<file path="src/rtl/hazard_ctrl_pkg.sv">
// Shared types and constants for the pipeline hazard unit and its HI/LO sequencer.
package hazard_ctrl_pkg;
  typedef enum logic [1:0] {IDLE = 2'd0, BUSY = 2'd1, DONE = 2'd2} md_state_t;

  typedef logic [1:0] fwd_sel_t;
  localparam fwd_sel_t FWD_RF = 2'b00;
  localparam fwd_sel_t FWD_WB = 2'b01;
  localparam fwd_sel_t FWD_M  = 2'b10;

  localparam int MULT_CYCLES_DEF = 4;
  localparam int DIV_CYCLES_DEF  = 32;
  localparam int NUM_SRC         = 2;

  // Register 0 is hardwired, so it never creates a dependency.
  function automatic logic reg_match(input logic [4:0] x, input logic [4:0] y);
    return (x == y) && (x != 5'd0);
  endfunction
endpackage

</file>
<file path="src/rtl/hazard_ctrl_if.sv">
// Pipeline <-> hazard unit bundle: stage register info in, stall/flush/forward out.
interface hazard_ctrl_if;
  logic [4:0] rs_D, rt_D, rs_E, rt_E, wa_E, wa_M, wa_WB;
  logic       we_reg_E, we_reg_M, we_reg_WB;
  logic       dm2reg_E, dm2reg_M;
  logic       branch_D, reg_jump_D, jump_D, pc_src_D;
  logic       md_start_E, md_is_div_E, hilo_rd_D;
  logic       stall_F, stall_D, stall_E;
  logic       flush_D, flush_E, flush_M;
  logic       fwd_a_D, fwd_b_D;
  logic [1:0] fwd_a_E, fwd_b_E;
  logic       md_busy, hilo_we;

  modport master (
    output rs_D, rt_D, rs_E, rt_E, wa_E, wa_M, wa_WB,
           we_reg_E, we_reg_M, we_reg_WB, dm2reg_E, dm2reg_M,
           branch_D, reg_jump_D, jump_D, pc_src_D,
           md_start_E, md_is_div_E, hilo_rd_D,
    input  stall_F, stall_D, stall_E, flush_D, flush_E, flush_M,
           fwd_a_D, fwd_b_D, fwd_a_E, fwd_b_E, md_busy, hilo_we
  );

  modport slave (
    input  rs_D, rt_D, rs_E, rt_E, wa_E, wa_M, wa_WB,
           we_reg_E, we_reg_M, we_reg_WB, dm2reg_E, dm2reg_M,
           branch_D, reg_jump_D, jump_D, pc_src_D,
           md_start_E, md_is_div_E, hilo_rd_D,
    output stall_F, stall_D, stall_E, flush_D, flush_E, flush_M,
           fwd_a_D, fwd_b_D, fwd_a_E, fwd_b_E, md_busy, hilo_we
  );
endinterface

</file>
<file path="src/rtl/hazard_ctrl_md_sequencer.sv">
// HI/LO occupancy sequencer: counts mult/div latency and strobes hilo_we once on completion.
module md_sequencer
  import hazard_ctrl_pkg::*;
#(
  parameter int MULT_CYCLES = MULT_CYCLES_DEF,
  parameter int DIV_CYCLES  = DIV_CYCLES_DEF
) (
  input  logic clk,
  input  logic rst,
  input  logic md_start,
  input  logic md_is_div,
  output logic md_busy,
  output logic hilo_we
);
  md_state_t  state;
  logic [5:0] cnt, lat;

  assign lat = md_is_div ? 6'(DIV_CYCLES - 1) : 6'(MULT_CYCLES - 1);

  always_ff @(posedge clk or negedge rst) begin
    if (!rst) begin
      state   <= IDLE;
      cnt     <= '0;
      md_busy <= 1'b0;
      hilo_we <= 1'b0;
    end else begin
      case (state)
        IDLE: if (md_start) begin
          state   <= BUSY;
          cnt     <= lat;
          md_busy <= 1'b1;
        end
        // A start seen here is the next op held in E; it is picked up in DONE.
        BUSY: begin
          cnt <= cnt - 6'd1;
          if (cnt == 6'd1) begin
            state   <= DONE;
            md_busy <= 1'b0;
            hilo_we <= 1'b1;
          end
        end
        DONE: begin
          hilo_we <= 1'b0;
          if (md_start) begin
            state   <= BUSY;
            cnt     <= lat;
            md_busy <= 1'b1;
          end else begin
            state <= IDLE;
          end
        end
        default: begin
          state   <= IDLE;
          md_busy <= 1'b0;
          hilo_we <= 1'b0;
        end
      endcase
    end
  end
endmodule

</file>
<file path="src/rtl/hazard_ctrl.sv">
// Pipeline hazard unit: operand forwarding, load/branch/HI-LO stalls and flushes.
module hazard_ctrl
  import hazard_ctrl_pkg::*;
#(
  parameter int MULT_CYCLES = MULT_CYCLES_DEF,
  parameter int DIV_CYCLES  = DIV_CYCLES_DEF
) (
  input logic         clk,
  input logic         rst,
  hazard_ctrl_if.slave hz
);
  logic [NUM_SRC-1:0][4:0] src_D, src_E;
  logic [NUM_SRC-1:0][1:0] fwd_E;
  logic [NUM_SRC-1:0]      fwd_D;
  logic hit_E, hit_M, lw_stall, br_stall, hilo_stall, md_conflict;
  logic md_busy, stall;

  assign src_D = {hz.rt_D, hz.rs_D};
  assign src_E = {hz.rt_E, hz.rs_E};

  // Index 0 is operand A (rs), index 1 is operand B (rt); M beats WB.
  for (genvar i = 0; i < NUM_SRC; i++) begin : g_src
    assign fwd_E[i] = (hz.we_reg_M  && reg_match(hz.wa_M,  src_E[i])) ? FWD_M  :
                      (hz.we_reg_WB && reg_match(hz.wa_WB, src_E[i])) ? FWD_WB : FWD_RF;
    assign fwd_D[i] = hz.we_reg_M && reg_match(hz.wa_M, src_D[i]);
  end

  assign hz.fwd_a_E = fwd_E[0];
  assign hz.fwd_b_E = fwd_E[1];
  assign hz.fwd_a_D = fwd_D[0];
  assign hz.fwd_b_D = fwd_D[1];

  assign hit_E = reg_match(hz.wa_E, hz.rs_D) | reg_match(hz.wa_E, hz.rt_D);
  assign hit_M = reg_match(hz.wa_M, hz.rs_D) | reg_match(hz.wa_M, hz.rt_D);

  assign lw_stall    = hz.dm2reg_E & hz.we_reg_E & hit_E;
  assign br_stall    = (hz.branch_D | hz.reg_jump_D) &
                       ((hz.we_reg_E & hit_E) | (hz.dm2reg_M & hit_M));
  assign hilo_stall  = md_busy & hz.hilo_rd_D;
  assign md_conflict = md_busy & hz.md_start_E;

  // Everything stall/flush is masked while reset is held.
  assign stall      = rst & (lw_stall | br_stall | hilo_stall | md_conflict);
  assign hz.stall_F = stall;
  assign hz.stall_D = stall;
  assign hz.stall_E = rst & md_conflict;
  assign hz.flush_M = rst & md_conflict;
  assign hz.flush_E = rst & (lw_stall | br_stall | hilo_stall) & ~md_conflict;
  assign hz.flush_D = rst & (hz.pc_src_D | hz.jump_D | hz.reg_jump_D) & ~stall;

  md_sequencer #(
    .MULT_CYCLES (MULT_CYCLES),
    .DIV_CYCLES  (DIV_CYCLES)
  ) u_md_seq (
    .clk       (clk),
    .rst       (rst),
    .md_start  (hz.md_start_E),
    .md_is_div (hz.md_is_div_E),
    .md_busy   (md_busy),
    .hilo_we   (hz.hilo_we)
  );

  assign hz.md_busy = md_busy;
endmodule

</file>
<file path="src/flat_wrapper.sv">
// flat-port wrapper written by rule: the top's interface ports become plain ports
module hazard_ctrl_flat import hazard_ctrl_pkg::*;
#(
  parameter int MULT_CYCLES = MULT_CYCLES_DEF,
  parameter int DIV_CYCLES  = DIV_CYCLES_DEF
)
  (clk, rst, hz_rs_D, hz_rt_D, hz_rs_E, hz_rt_E, hz_wa_E, hz_wa_M, hz_wa_WB, hz_we_reg_E, hz_we_reg_M, hz_we_reg_WB, hz_dm2reg_E, hz_dm2reg_M, hz_branch_D, hz_reg_jump_D, hz_jump_D, hz_pc_src_D, hz_md_start_E, hz_md_is_div_E, hz_hilo_rd_D, hz_stall_F, hz_stall_D, hz_stall_E, hz_flush_D, hz_flush_E, hz_flush_M, hz_fwd_a_D, hz_fwd_b_D, hz_fwd_a_E, hz_fwd_b_E, hz_md_busy, hz_hilo_we);
  hazard_ctrl_if hz_i ();
  input logic clk;
  input logic rst;
  input wire logic [$bits(hz_i.rs_D)-1:0] hz_rs_D;
  input wire logic [$bits(hz_i.rt_D)-1:0] hz_rt_D;
  input wire logic [$bits(hz_i.rs_E)-1:0] hz_rs_E;
  input wire logic [$bits(hz_i.rt_E)-1:0] hz_rt_E;
  input wire logic [$bits(hz_i.wa_E)-1:0] hz_wa_E;
  input wire logic [$bits(hz_i.wa_M)-1:0] hz_wa_M;
  input wire logic [$bits(hz_i.wa_WB)-1:0] hz_wa_WB;
  input wire logic [$bits(hz_i.we_reg_E)-1:0] hz_we_reg_E;
  input wire logic [$bits(hz_i.we_reg_M)-1:0] hz_we_reg_M;
  input wire logic [$bits(hz_i.we_reg_WB)-1:0] hz_we_reg_WB;
  input wire logic [$bits(hz_i.dm2reg_E)-1:0] hz_dm2reg_E;
  input wire logic [$bits(hz_i.dm2reg_M)-1:0] hz_dm2reg_M;
  input wire logic [$bits(hz_i.branch_D)-1:0] hz_branch_D;
  input wire logic [$bits(hz_i.reg_jump_D)-1:0] hz_reg_jump_D;
  input wire logic [$bits(hz_i.jump_D)-1:0] hz_jump_D;
  input wire logic [$bits(hz_i.pc_src_D)-1:0] hz_pc_src_D;
  input wire logic [$bits(hz_i.md_start_E)-1:0] hz_md_start_E;
  input wire logic [$bits(hz_i.md_is_div_E)-1:0] hz_md_is_div_E;
  input wire logic [$bits(hz_i.hilo_rd_D)-1:0] hz_hilo_rd_D;
  output wire logic [$bits(hz_i.stall_F)-1:0] hz_stall_F;
  output wire logic [$bits(hz_i.stall_D)-1:0] hz_stall_D;
  output wire logic [$bits(hz_i.stall_E)-1:0] hz_stall_E;
  output wire logic [$bits(hz_i.flush_D)-1:0] hz_flush_D;
  output wire logic [$bits(hz_i.flush_E)-1:0] hz_flush_E;
  output wire logic [$bits(hz_i.flush_M)-1:0] hz_flush_M;
  output wire logic [$bits(hz_i.fwd_a_D)-1:0] hz_fwd_a_D;
  output wire logic [$bits(hz_i.fwd_b_D)-1:0] hz_fwd_b_D;
  output wire logic [$bits(hz_i.fwd_a_E)-1:0] hz_fwd_a_E;
  output wire logic [$bits(hz_i.fwd_b_E)-1:0] hz_fwd_b_E;
  output wire logic [$bits(hz_i.md_busy)-1:0] hz_md_busy;
  output wire logic [$bits(hz_i.hilo_we)-1:0] hz_hilo_we;
  assign hz_i.rs_D = hz_rs_D;
  assign hz_i.rt_D = hz_rt_D;
  assign hz_i.rs_E = hz_rs_E;
  assign hz_i.rt_E = hz_rt_E;
  assign hz_i.wa_E = hz_wa_E;
  assign hz_i.wa_M = hz_wa_M;
  assign hz_i.wa_WB = hz_wa_WB;
  assign hz_i.we_reg_E = hz_we_reg_E;
  assign hz_i.we_reg_M = hz_we_reg_M;
  assign hz_i.we_reg_WB = hz_we_reg_WB;
  assign hz_i.dm2reg_E = hz_dm2reg_E;
  assign hz_i.dm2reg_M = hz_dm2reg_M;
  assign hz_i.branch_D = hz_branch_D;
  assign hz_i.reg_jump_D = hz_reg_jump_D;
  assign hz_i.jump_D = hz_jump_D;
  assign hz_i.pc_src_D = hz_pc_src_D;
  assign hz_i.md_start_E = hz_md_start_E;
  assign hz_i.md_is_div_E = hz_md_is_div_E;
  assign hz_i.hilo_rd_D = hz_hilo_rd_D;
  assign hz_stall_F = hz_i.stall_F;
  assign hz_stall_D = hz_i.stall_D;
  assign hz_stall_E = hz_i.stall_E;
  assign hz_flush_D = hz_i.flush_D;
  assign hz_flush_E = hz_i.flush_E;
  assign hz_flush_M = hz_i.flush_M;
  assign hz_fwd_a_D = hz_i.fwd_a_D;
  assign hz_fwd_b_D = hz_i.fwd_b_D;
  assign hz_fwd_a_E = hz_i.fwd_a_E;
  assign hz_fwd_b_E = hz_i.fwd_b_E;
  assign hz_md_busy = hz_i.md_busy;
  assign hz_hilo_we = hz_i.hilo_we;
  hazard_ctrl #(.MULT_CYCLES(MULT_CYCLES), .DIV_CYCLES(DIV_CYCLES)) u_core (.clk(clk), .rst(rst), .hz(hz_i));
endmodule
</file>
<file path="config.mk">
export PLATFORM = sky130hd
export DESIGN_NAME = hazard_ctrl_flat
export DESIGN_NICKNAME = d
export VERILOG_FILES = /design/src/rtl/hazard_ctrl_pkg.sv /design/src/rtl/hazard_ctrl_if.sv /design/src/rtl/hazard_ctrl_md_sequencer.sv /design/src/rtl/hazard_ctrl.sv /design/src/flat_wrapper.sv
export SDC_FILE = /design/constraint.sdc
export NUM_CORES = 1
export LEC_CHECK = 0
export BUFFER_PORTS_ARGS = -buffer_cell sky130_fd_sc_hd__buf_2
export CAP_MARGIN = 5
export CORE_UTILIZATION = 40
export DETAILED_ROUTE_END_ITERATION = 8
export HOLD_SLACK_MARGIN = 0.06
export PLACE_DENSITY = 0.73
export SYNTH_ARGS = -nofsm -noshare
export SYNTH_HDL_FRONTEND = slang
export SYNTH_SLANG_ARGS = --single-unit
</file>
<file path="constraint.sdc">
create_clock -name clk -period 3.7 [get_ports clk]
set_input_delay 0.185 -clock clk [delete_from_list [all_inputs] [get_ports clk]]
set_output_delay 0.185 -clock clk [all_outputs]
set_load 0.05 [all_outputs]
</file>
==> results by group <==
Pwr
  • Power per Cell Area: between 400 and 500 nW/um^2
  • Gate power share: 53.8%
  • Sw power: 0.337 mW
  • Clock share of power: 14.3%
  • Internal Pwr Total: 0.372 mW
  • Sequential Power Share: 31.9%
  • Max IR drop VDD: 0.505 mV
  • Sw Ratio: ~48%
  • Leakage: ~0.71 nW

STA
  • Hold Vio Cnt, Final: 0
  • Post-layout min period: 2240 ps
  • Setup_tns: 0 ps
  • RSZ-0062 raised after global routing: false
  • Hold slack: 278 ps
  • Final Max Tran Viols: 0
  • Peak Freq: 447 MHz
  • Setup Skew: slightly below 8 ps
  • Period utilization: 60.5%
  • Worst-margin pin slew: 382 ps
  • Setup Viol. Count Final: 0
  • Relative slew slack: 74.3%

Floorplan
  • Die H: approximately 55 um
  • Total die area: 3050 um^2
  • # IOs: 63
  • Std cell rows: 18
  • Width of the die: 55.2 um
  • Core Area: 2570 um^2
  • Initial Utilization: between 40% and 50%

Clock tree
  • TritonCTS Buffers: 3
  • Insertion delay to the later sink of the worst-skew pair: 280 ps
  • H-tree Lvls: 1
  • Root Buffer Master: clkbuf_4
  • TritonCTS clock tree: done
  • Clk slew on worst S/H paths: roughly 70 ps
  • Bufs on Longest Clock Path: 2
  • CTS Sinks: 10

Logic synthesis
  • Post-synthesis sequential area ratio: 22.1%
  • Post-synth top flop: dfrtp_1
  • Post-Synthesis Cell Area: 1130 um^2
  • Mapped Nets: 188
  • Avg Inst Size Synth: 8.27 um^2
  • EDFF count, synth: 0
  • Unique masters post-synth: 37
  • Area leader, netlist: dfrtp_1
  • Synth area leaders: dfrtp_1 (22%), xor2_1 (21%), xnor2_1 (13%)
  • Yosys reg bits: 10
  • Post-synthesis cell count: around 140
  • Synth Warn #: 0
  • Asr flop ratio synth: 100%
  • Top cell type's share of synthesized area: between 20% and 30%

GRT
  • Initial antenna violation count: 0
  • Total GRT Usage: 20.7%
  • Global route overflow: 0
  • First-pass GRT wire length: approximately 5100 um
  • Pin count of the biggest net entering global routing: 16
  • Vias in the first global route: 1,174

Place
  • Buffers on Ports: 62
  • DP Wirelength: 2600 um
  • Routability Congestion: 0.927

Setup path
  • Crit path max-delay cell type: dlygate4sd3_1
  • Critical path's most frequent cell: buf_2
  • R2R depth: 4
  • Arrival time worst endpoint: between 2000 and 2500 ps
  • CP startpoint kind: input port
  • Critical Path RT: 3510 ps
  • Type of the worst setup path: input port to output pin
  • Cell Chain, Critical Path: dlygate4sd3_1 > buf_2 > o311ai_0 > a221oi_1 > a311oi_2 > a21oi_1 > buf_2
  • Max incr delay on CP: ~530 ps
  • Worst Setup End Kind: output pin
  • Crit-path max FO: 15

Routing
  • Total number of vias: between 1,000 and 1,500
  • Antenna Nets Post-Route: 0
  • DR pass1 iterations: 4
  • Routed wire per std cell: 13.6 um
  • DRC: 0
  • Initial DRC count: 59
  • Drt via density: approximately 5.2
  • Wirelength, routed: 3070 um

Worst hold path
  • Worst min path class: input port to register
  • Worst Hold Depth: 3

Final layout
  • Layout cells sized above 1: 36.4%
  • Multi-input gate area: 821 um^2
  • Fillers: roughly 250
  • Final #Nets: 247
  • Reg area: 250 um^2
  • N_diodes: 0
  • Area Overhead vs Synth: 30.2%

Run status
  • Outcome: completed

Flow run
  • Maxcap violations: 0
==> cells by family (layout without fill, tap and decap cells) <==
family	Yosys count	count (layout)	share of synthesized area, %
XOR/XNOR	44	44	34.0
buffers and inverters	12	70	5.52
flip-flops	10	10	22.1
AO/OA/AOI/OAI	23	23	14.1
multiplexers	1	1	0.993
adder cells (fa/ha/maj)	2	2	2.21
AND/OR/NAND/NOR	45	45	21.1
==> layout make-up <==
class,instances,share of cell area (%)
Clock buffer,4,2.46
Inverter,3,0.763
Multi-Input combinational cell,115,55.6
Sequential cell,10,16.9
Tap cell,30,2.54
Timing Repair Buffer,63,21.7
==> layer usage <==
layer	up-vias	track usage, %	wire length, um
met4	0	6.43	48
li1	592	-	-
met5	-	0	0
met2	43	35.5	1520
met3	9	5.39	187
met1	536	25.3	1310
==> flip-flops by register name (all words and copies together), names as in the netlist <==
register,flops
u_core.u_md_seq.cnt,6
u_core.u_md_seq.hilo_we,1
u_core.u_md_seq.md_busy,1
u_core.u_md_seq.state,2
==> per-stage QoR <==
stage	utilization (%)	instance area (um^2)	instances	setup WS [ps]	total power [mW]
final	57.5	1480	225	1460	0.709
after global routing	57.5	1480	225	1320	0.770
after CTS	57.5	1480	225	1450	0.715
after detailed placement	55.7	1430	220	1690	0.610
after global placement	55.7	1430	220	1710	0.595
after floorplan	-	1130	137	466	0.511
==> critical path: cells and delay by family <==
family,cells,cell delay [ps]
buffers and inverters,3,1110
AOI/OAI and AO/OA,4,750
==> cell usage in the layout, fill, tap and decap left out, types with 2 or more instances in the layout <==
cell	instances
nand2b_1	4
clkbuf_4	3
nor4_1	5
nand2_1	5
nor2b_1	2
o21ai_0	8
or4_1	3
nor3_1	6
buf_2	62
nor2_1	9
a21oi_1	2
dfrtp_1	10
nand3_1	7
inv_1	3
xor2_1	27
xnor2_1	17
ha_1	2
==> timing repair <==
| action | CTS | global route |
|---|---|---|
| endpoints found under the hold margin | 10 | 0 |
| hold buffers | 1 | 0 |
| setup buffers | 0 | 0 |
| gates resized for setup | 0 | 0 |
==> path summary, 6_finish.rpt <==
check	from	to	slack, ps
worst min register to register	u_core.u_md_seq.hilo_we$_DFFE_PN0P_	u_core.u_md_seq.hilo_we$_DFFE_PN0P_	520
worst min-delay path	hz_md_start_E	u_core.u_md_seq.md_busy$_DFFE_PN0P_	280
worst max register to register	u_core.u_md_seq.state[1]$_DFFE_PN0P_	u_core.u_md_seq.cnt[5]$_DFFE_PN0P_	2240
max in group asynchronous	rst	u_core.u_md_seq.cnt[3]$_DFFE_PN0P_	3120
worst max-delay path	rst	hz_flush_E	1460
min in group asynchronous	rst	u_core.u_md_seq.cnt[2]$_DFFE_PN0P_	340
==> power groups by stage <==
stage / clock (mW) / sequential [mW] / combinational, mW
finish: 0.102 / 0.226 / 0.382
global route: 0.110 / 0.235 / 0.425
CTS: 0.104 / 0.224 / 0.386
detailed placement: 0 / 0.226 / 0.384
global placement: 0 / 0.222 / 0.373
floorplan: 0 / 0.241 / 0.270
==> Yosys cell counts, drive strengths merged (2+ instances only) <==
cell type	count
a21oi	2
buf	5
clkbuf	4
dfrtp	10
ha	2
inv	3
nand2	5
nand2b	4
nand3	7
nor2	10
nor2b	2
nor3	6
nor4	5
o21ai	9
or4	4
xnor2	17
xor2	27
(Power assumes the default switching activity.)
